File: config.mk
export PLATFORM = sky130hd
export DESIGN_NAME = pipelined_decode_stage
export DESIGN_NICKNAME = d
export VERILOG_FILES = /design/src/rtl/pipelined_decode_stage.sv
export SDC_FILE = /design/constraint.sdc
export NUM_CORES = 2
export LEC_CHECK = 0
export ABC_CLOCK_PERIOD_IN_PS = 13800
export BUFFER_PORTS_ARGS = -buffer_cell sky130_fd_sc_hd__buf_2
export CAP_MARGIN = 20
export CORE_ASPECT_RATIO = 0.5
export CORE_UTILIZATION = 35
export DETAILED_ROUTE_END_ITERATION = 16
export PLACE_DENSITY = 0.55
export RECOVER_POWER = 100
export REMOVE_ABC_BUFFERS = 1
export SYNTH_ARGS = -nofsm -noshare
export SYNTH_HDL_FRONTEND = slang
export SYNTH_SLANG_ARGS = --single-unit
File: constraint.sdc
create_clock -name clock -period 13.8 [get_ports clock]
set_input_delay 2.76 -clock clock [delete_from_list [all_inputs] [get_ports clock]]
set_output_delay 2.76 -clock clock [all_outputs]
set_load 0.01 [all_outputs]
File: src/rtl/pipelined_decode_stage.sv
// ---------------------------------------------------------------------------
// pipelined_decode_stage
//
// Decode stage of the MIPS pipeline. It splits the fetched instruction into
// fields, reads both source registers from the integrated register file, and
// sign-extends the 16-bit immediate. All of this is registered into the ID/EX
// output register. A one-cycle stall is raised when the instruction being
// decoded uses the destination of a load that sits in the output register.
//
// Optional feature macro: WRITE_BYPASS_EN
//   defined   : a writeback to rs/rt in the same edge is forwarded into the
//               captured read data (write-through).
//   undefined : the captured read data is the pre-write register value.
//
// Parameters
//   DATA_WIDTH     : register / read data / immediate width (32 or 64)
//   REGISTER_COUNT : implemented registers (2..32). Reads of higher indices
//                    return 0 and writes to them are ignored.
//
// Ports
//   clock, reset_n            : rising-edge clock, synchronous active-low reset
//   fetched_instruction       : instruction word from fetch
//   fetch_valid               : fetched_instruction is valid
//   flush                     : load a bubble at the next edge
//   write_enable/_register/_data : writeback port into the register file
//   stall                     : combinational load-use stall to fetch
//   decode_valid              : output register holds a real instruction
//   opcode, rs, rt, rd, funct : registered instruction fields
//   read_data_1, read_data_2  : registered register[rs], register[rt]
//   sign_extended_immediate   : registered sign-extended instruction[15:0]
// ---------------------------------------------------------------------------
module pipelined_decode_stage #(
    parameter int DATA_WIDTH     = 32,
    parameter int REGISTER_COUNT = 32
) (
    input  logic                  clock,
    input  logic                  reset_n,
    input  logic [31:0]           fetched_instruction,
    input  logic                  fetch_valid,
    input  logic                  flush,
    input  logic                  write_enable,
    input  logic [4:0]            write_register,
    input  logic [DATA_WIDTH-1:0] write_data,
    output logic                  stall,
    output logic                  decode_valid,
    output logic [5:0]            opcode,
    output logic [4:0]            rs,
    output logic [4:0]            rt,
    output logic [4:0]            rd,
    output logic [5:0]            funct,
    output logic [DATA_WIDTH-1:0] read_data_1,
    output logic [DATA_WIDTH-1:0] read_data_2,
    output logic [DATA_WIDTH-1:0] sign_extended_immediate
);

    localparam int         IDX_W     = (REGISTER_COUNT > 2) ? $clog2(REGISTER_COUNT) : 1;
    localparam logic [5:0] OPCODE_LW = 6'h23;

    // Register 0 and indices beyond REGISTER_COUNT are never stored.
    function automatic logic is_implemented(input logic [4:0] idx);
        return (idx != 5'd0) && ({27'd0, idx} < 32'(REGISTER_COUNT));
    endfunction

    logic [DATA_WIDTH-1:0] regfile_q [REGISTER_COUNT];

    logic [5:0]            f_opcode_s;
    logic [4:0]            f_rs_s;
    logic [4:0]            f_rt_s;
    logic [4:0]            f_rd_s;
    logic [5:0]            f_funct_s;
    logic [DATA_WIDTH-1:0] f_imm_s;
    logic                  wr_ok_s;
    logic [DATA_WIDTH-1:0] rd1_raw_s;
    logic [DATA_WIDTH-1:0] rd2_raw_s;
    logic [DATA_WIDTH-1:0] rd1_s;
    logic [DATA_WIDTH-1:0] rd2_s;

    logic                  valid_q,  valid_d;
    logic [5:0]            opcode_q, opcode_d;
    logic [4:0]            rs_q,     rs_d;
    logic [4:0]            rt_q,     rt_d;
    logic [4:0]            rd_q,     rd_d;
    logic [5:0]            funct_q,  funct_d;
    logic [DATA_WIDTH-1:0] rd1_q,    rd1_d;
    logic [DATA_WIDTH-1:0] rd2_q,    rd2_d;
    logic [DATA_WIDTH-1:0] imm_q,    imm_d;

    assign f_opcode_s = fetched_instruction[31:26];
    assign f_rs_s     = fetched_instruction[25:21];
    assign f_rt_s     = fetched_instruction[20:16];
    assign f_rd_s     = fetched_instruction[15:11];
    assign f_funct_s  = fetched_instruction[5:0];
    assign f_imm_s    = {{(DATA_WIDTH-16){fetched_instruction[15]}}, fetched_instruction[15:0]};
    assign wr_ok_s    = write_enable && is_implemented(write_register);

    // Load-use hazard: the load in ID/EX writes a register the fetched
    // instruction reads. A load into r0 produces nothing to wait for.
    assign stall = valid_q && (opcode_q == OPCODE_LW) && (rt_q != 5'd0) && fetch_valid
                   && ((f_rs_s == rt_q) || (f_rt_s == rt_q));

    // Register file: cleared by reset, written by writeback independent of stall/flush.
    always_ff @(posedge clock) begin
        if (!reset_n) begin
            for (int i = 0; i < REGISTER_COUNT; i++) begin
                regfile_q[i] <= '0;
            end
        end else if (wr_ok_s) begin
            regfile_q[write_register[IDX_W-1:0]] <= write_data;
        end
    end

    // Combinational register reads for both source fields, with optional write-through.
    always_comb begin
        rd1_raw_s = '0;
        rd2_raw_s = '0;
        if (is_implemented(f_rs_s)) begin
            rd1_raw_s = regfile_q[f_rs_s[IDX_W-1:0]];
        end else begin
            rd1_raw_s = '0;
        end
        if (is_implemented(f_rt_s)) begin
            rd2_raw_s = regfile_q[f_rt_s[IDX_W-1:0]];
        end else begin
            rd2_raw_s = '0;
        end
`ifdef WRITE_BYPASS_EN
        if (wr_ok_s && (write_register == f_rs_s)) begin
            rd1_s = write_data;
        end else begin
            rd1_s = rd1_raw_s;
        end
        if (wr_ok_s && (write_register == f_rt_s)) begin
            rd2_s = write_data;
        end else begin
            rd2_s = rd2_raw_s;
        end
`else
        rd1_s = rd1_raw_s;
        rd2_s = rd2_raw_s;
`endif
    end

    // ID/EX next state: flush and stall both insert a bubble; fields hold then.
    always_comb begin
        valid_d  = valid_q;
        opcode_d = opcode_q;
        rs_d     = rs_q;
        rt_d     = rt_q;
        rd_d     = rd_q;
        funct_d  = funct_q;
        rd1_d    = rd1_q;
        rd2_d    = rd2_q;
        imm_d    = imm_q;
        if (flush) begin
            valid_d = 1'b0;
        end else if (stall) begin
            valid_d = 1'b0;
        end else begin
            valid_d  = fetch_valid;
            opcode_d = f_opcode_s;
            rs_d     = f_rs_s;
            rt_d     = f_rt_s;
            rd_d     = f_rd_s;
            funct_d  = f_funct_s;
            rd1_d    = rd1_s;
            rd2_d    = rd2_s;
            imm_d    = f_imm_s;
        end
    end

    // ID/EX output register with synchronous clear.
    always_ff @(posedge clock) begin
        if (!reset_n) begin
            valid_q  <= 1'b0;
            opcode_q <= 6'd0;
            rs_q     <= 5'd0;
            rt_q     <= 5'd0;
            rd_q     <= 5'd0;
            funct_q  <= 6'd0;
            rd1_q    <= '0;
            rd2_q    <= '0;
            imm_q    <= '0;
        end else begin
            valid_q  <= valid_d;
            opcode_q <= opcode_d;
            rs_q     <= rs_d;
            rt_q     <= rt_d;
            rd_q     <= rd_d;
            funct_q  <= funct_d;
            rd1_q    <= rd1_d;
            rd2_q    <= rd2_d;
            imm_q    <= imm_d;
        end
    end

    assign decode_valid            = valid_q;
    assign opcode                  = opcode_q;
    assign rs                      = rs_q;
    assign rt                      = rt_q;
    assign rd                      = rd_q;
    assign funct                   = funct_q;
    assign read_data_1             = rd1_q;
    assign read_data_2             = rd2_q;
    assign sign_extended_immediate = imm_q;

endmodule

Word level (Yosys, flattened, before mapping)
Memory sizes are Yosys's and may differ from the RTL's.
Index checks and enable logic that the tools add are counted.

operators by class
  eq/ne operators = 3
  bitwise gates (word level) = 3
  multiplexer cells = 9
  reductions and logical operators = 13

operators by type and width
  kind                number
  $mux 32             3
  $reduce_or 32->1    1
  $reduce_bool 5->1   4
  $eq 5x5->1          2
  $eq 6x6->1 const B  1
  $logic_and 1x1->1   5
  $mux 1              5
  $mux 5              1
  $not 1->1           3
  $reduce_or 3->1     1
  $reduce_and 2->1    1
  $logic_or 1x1->1    1

storage, ports and cells
  memories = 1
  register bits after elaboration = 108
  input bits = 74
  memory bits (writable) = 1,024
  output and inout bits = 125
  word-level logic and storage cells = 38

memories
  memory     words  width  read ports  clocked after memory_dff  wr ports  line  RTL
  regfile_q  32     32     2           0                         32        64    logic [DATA_WIDTH-1:0] regfile_q [REGISTER_COUNT];

Longest topological paths before layout
  depth in word-level cells = 7
  mapped depth = 11
  depth with buffers taken out = 6

Least setup slack after synthesis
Ideal clock, no wire load.

  path kind = input -> output
  from = input fetched_instruction[16]
  to = output stall
  data required time = 11.040 ns
  path buffers = 2
  cell stages on the path = 6
  arrival = 3.586 ns
  setup slack = 7.454 ns
  cell sequence = buf_4 > buf_6 > xnor2_1 > nand3_1 > o22ai_1 > and2_1

on the way
  cells in the longest elaborated chain, start to end = 3

RTL lines
  what               line  RTL
  from (decl)        38    input logic [31:0] fetched_instruction,
  $eq 5x5->1         99    && ((f_rs_s == rt_q) || (f_rt_s == rt_q));
  $logic_or 1x1->1   99
  $logic_and 1x1->1  99
  to (decl)          44    output logic stall,

No other way between the ends.

Worst setup path after layout
  from = input fetched_instruction[20]
  to = register rd1_q[30] (netlist: read_data_1[30])

on the way
  cells in the longest elaborated chain, start to end = 5

RTL lines
  what                        line  RTL
  $eq 5x5->1                  99
  $logic_or 1x1->1            99
  $logic_and 1x1->1           99
  $not 1->1 (no line)         -
  $reduce_and 2->1 (no line)  -
  to (signal assigned)        190   rd1_q <= rd1_d;
  to (decl)                   84    logic [DATA_WIDTH-1:0] rd1_q, rd1_d;

No other way between the ends.
A chain may end at the register's enable or synchronous reset.

==> impl_metrics.toml <==
[setup_path]
path_buf_inv = 3
r2r_end = "read_data_2[10]$_SDFFE_PN0P_"
slowest_stage = "clkbuf_1"
arrival_ps = 11200
crit_path_end_kind = "flop"
critical-path-top-delay-family = "buffers and inverters"
start_kind = "input pin"
r2r_cells = 8
worstReg2RegStart = "rt[4]$_SDFFE_PN0P_"
crit_top_cell = "clkbuf_1"
slowest_delay_ps = 2910
crit_required_ps = 14500
path_depth = 9
ff2ff_setup_slack_ps = 7660
crit_chain = "buf_2, clkbuf_1, xnor2_1, nand2_1, o22ai_1, a21oi_4, nor2_1, clkbuf_1, a2bb2o_1"
setup.worst_path.class = "in -> reg"
cp_max_fo = 39

[sta]
slew_viol_final = 2169
fin_crit_sh = 0.7608
slew_headroom = -2.305
period_needed_ps = 10500
fin_setup_tns_ps = 0
tightest_slew_ps = 4906
rsz0062_at_grt = "no"
setup_violations = 0
hold_viol = 0
finalClockSkew_ps = 49.67
max_freq_ghz = 0.09524
fin_ws_ps = 3300

[global_routing]
grt_max_degree = 95
first_global_vias = 37420
grt_use_total = 0.2570
antenna_found_initial = 34
overflow = 0
grt_pass1_wl_um = 300300

[min_path]
holdPathStages = 1
min_from = "read_data_2[3]$_SDFFE_PN0P_"
hp-class = "reg -> reg"
min_to = "read_data_2[3]$_SDFFE_PN0P_"

[clock_tree]
clock-sinks = 1121
cts_root_buffer = "clkbuf_16"
ctsResizeCount = 0
postCtsSetupRepairBufs = 0
htreeDepth = 3
insertion_delay_ps = 770
cts_tree = "done"
cts_hold_buf = 0
clk_pin_slew_ps = 60
cts_buffers = 112
cts.path.max_buffers = 3

[synth]
synth_top_area_share = 0.5295
ys_types = 51
synth_commonest_cells = "edfxtp_1 (1024), and2_1 (994), mux4_2 (465)"
synthTopCellsByArea = "edfxtp_1 (53%), mux4_2 (18%), and2_1 (11%)"
yosysWarnings = 0
synth_most_common_cell = "edfxtp_1"
yosys.area.top_type = "edfxtp_1"
syn_avg_cell_area_um2 = 14.79
synth-edff-count = 1024
netlist_area_um2 = 58080
syn_inst = 3928
synthFlopType = "edfxtp_1"
yosysSeqAreaShare = 0.5629
ys_ff_latch = 1121
ys_async_sr_fraction = 0

[placement]
gp_congestion = 0.8444
post-dp-hpwl_um = 124400
port_buffers = 198
place_area_um2 = 61410
dp_slack_ps = 6299

[final_layout]
multi_input_area_um2 = 23500
area_growth_pct = 10.78
drive_gt1_frac = 0.2037
layout.nets = 4019
seq_area_um2 = 32690
final_cell_area_um2 = 64340
fill_cells = 15230
final_util = 0.3915

[flow_run]
drv_cap = 107

[die]
core-area_um2 = 164400
die_h_um = 290.0
die_area_um2 = 167700
initial_core_util = 0.3534
boundaryPins = 199
die_w_um = 578.1
rows = 105

[drt]
drt_first_pass_iters = 6
drt_wl_total_um = 218100
detail-route-antenna-nets = 0
wl_per_cell_um = 34.85
drc = 0
drt_iter0_drc = 5931
via_per_inst = 6.096
via_count = 38160

[status]
violations = "capacitance limit, slew limit"
status = "finished with violations"

[pwr]
irDropWorstVdd_mv = 0.1094
finalPower_w = 0.008206
power.density_nw_per_um2 = 127.5
p_leak_nw = 21.30
==> worst max path at each step <==
stage,startpoint,endpoint,slack [ps]
floorplan,fetched_instruction[19],read_data_1[30]$_SDFFE_PN0P_,6280
global placement,fetched_instruction[20],stall,6270
detailed placement,fetched_instruction[20],stall,6300
CTS,fetched_instruction[20],stall,6300
global route,fetched_instruction[20],read_data_2[21]$_SDFFE_PN0P_,3350
finish,fetched_instruction[20],read_data_1[30]$_SDFFE_PN0P_,3300
==> cell type report <==
type | count | area share
clock buffer | 151 | 0.04788
clock inverter | 63 | 0.01153
inverter | 5 | 0.0003111
sequential | 1121 | 0.5081
timing repair buffer | 314 | 0.02347
antenna | 22 | 0.0008556
multi-input combinational | 2391 | 0.3652
tap | 2193 | 0.04265
==> per-layer routing <==
metal | part of all wire | GRT usage | vias to the layer above | wire length [um]
li1 | - | - | 15020 | -
met1 | 0.40 | 0.3656 | 20110 | 87410
met2 | 0.44 | 0.3835 | 2558 | 95450
met3 | 0.12 | 0.06600 | 470 | 26880
met4 | 0.038 | 0.08137 | 8 | 8355
met5 | 0.00022 | 0 | - | 48
==> worst register-to-register path: cells and delay by family (launching register included) <==
| family | cells | cell delay [ps] |
|---|---|---|
| buffers and inverters | 2 | 2830 |
| AND/OR/NAND/NOR | 1 | 250 |
| XOR/XNOR | 1 | 140 |
| flip-flops | 1 | 670 |
| AO/OA/AOI/OAI | 4 | 2170 |
==> flip-flops by register name, summed over array words and instances (netlist names), 6 cells and up <==
register / flops
regfile_q: 1024
opcode: 6
read_data_1: 32
sign_extended_immediate: 6
read_data_2: 32
==> power by group <==
part | internal [W] | total (W) | switching (W)
logic | 0.000371 | 0.000947 | 0.000577
registers | 0.00391 | 0.00402 | 0.000111
clock network | 0.00182 | 0.00324 | 0.00142
==> cell families (layout without fill, tap and decap cells) <==
family	Yosys count	in the layout	synth area share
compound gates	400	400	0.04862
other cells	1	54	0.00006457
simple gates	1219	1219	0.1234
flops	1121	1121	0.5629
mux	730	730	0.2268
xor+xnor	10	10	0.001508
buf+inv	447	533	0.03671
==> cells in the final DEF, fill, tap and decap left out, types with 5 or more instances in the layout <==
cell / instances
edfxtp_1: 1024
and2_1: 513
and2_0: 480
mux4_2: 465
clkbuf_1: 229
mux2i_1: 227
nor2_1: 149
clkbuf_16: 113
dfxtp_1: 97
o22ai_1: 82
buf_2: 65
o21ai_0: 64
o2bb2ai_1: 63
a21oi_1: 58
a221o_1: 47
buf_4: 39
mux2_2: 38
nand2_1: 35
conb_1: 32
clkinv_2: 26
o21ai_1: 24
diode_2: 22
a32oi_1: 19
bufinv_16: 13
clkbuf_8: 12
xnor2_1: 10
clkinv_1: 10
a221oi_1: 9
nor3_1: 8
a211oi_1: 7
o21ai_4: 6
a221oi_2: 6
clkinvlp_4: 6
nor2_4: 5
==> per-stage QoR <==
stage	hold slack, ps	std cells
after floorplan	490.4	3517
after global placement	441.5	6018
after detailed placement	442.2	6020
after CTS	461.5	6234
after global routing	482.1	6240
final	464.2	6260
(Power assumes the default switching activity.)
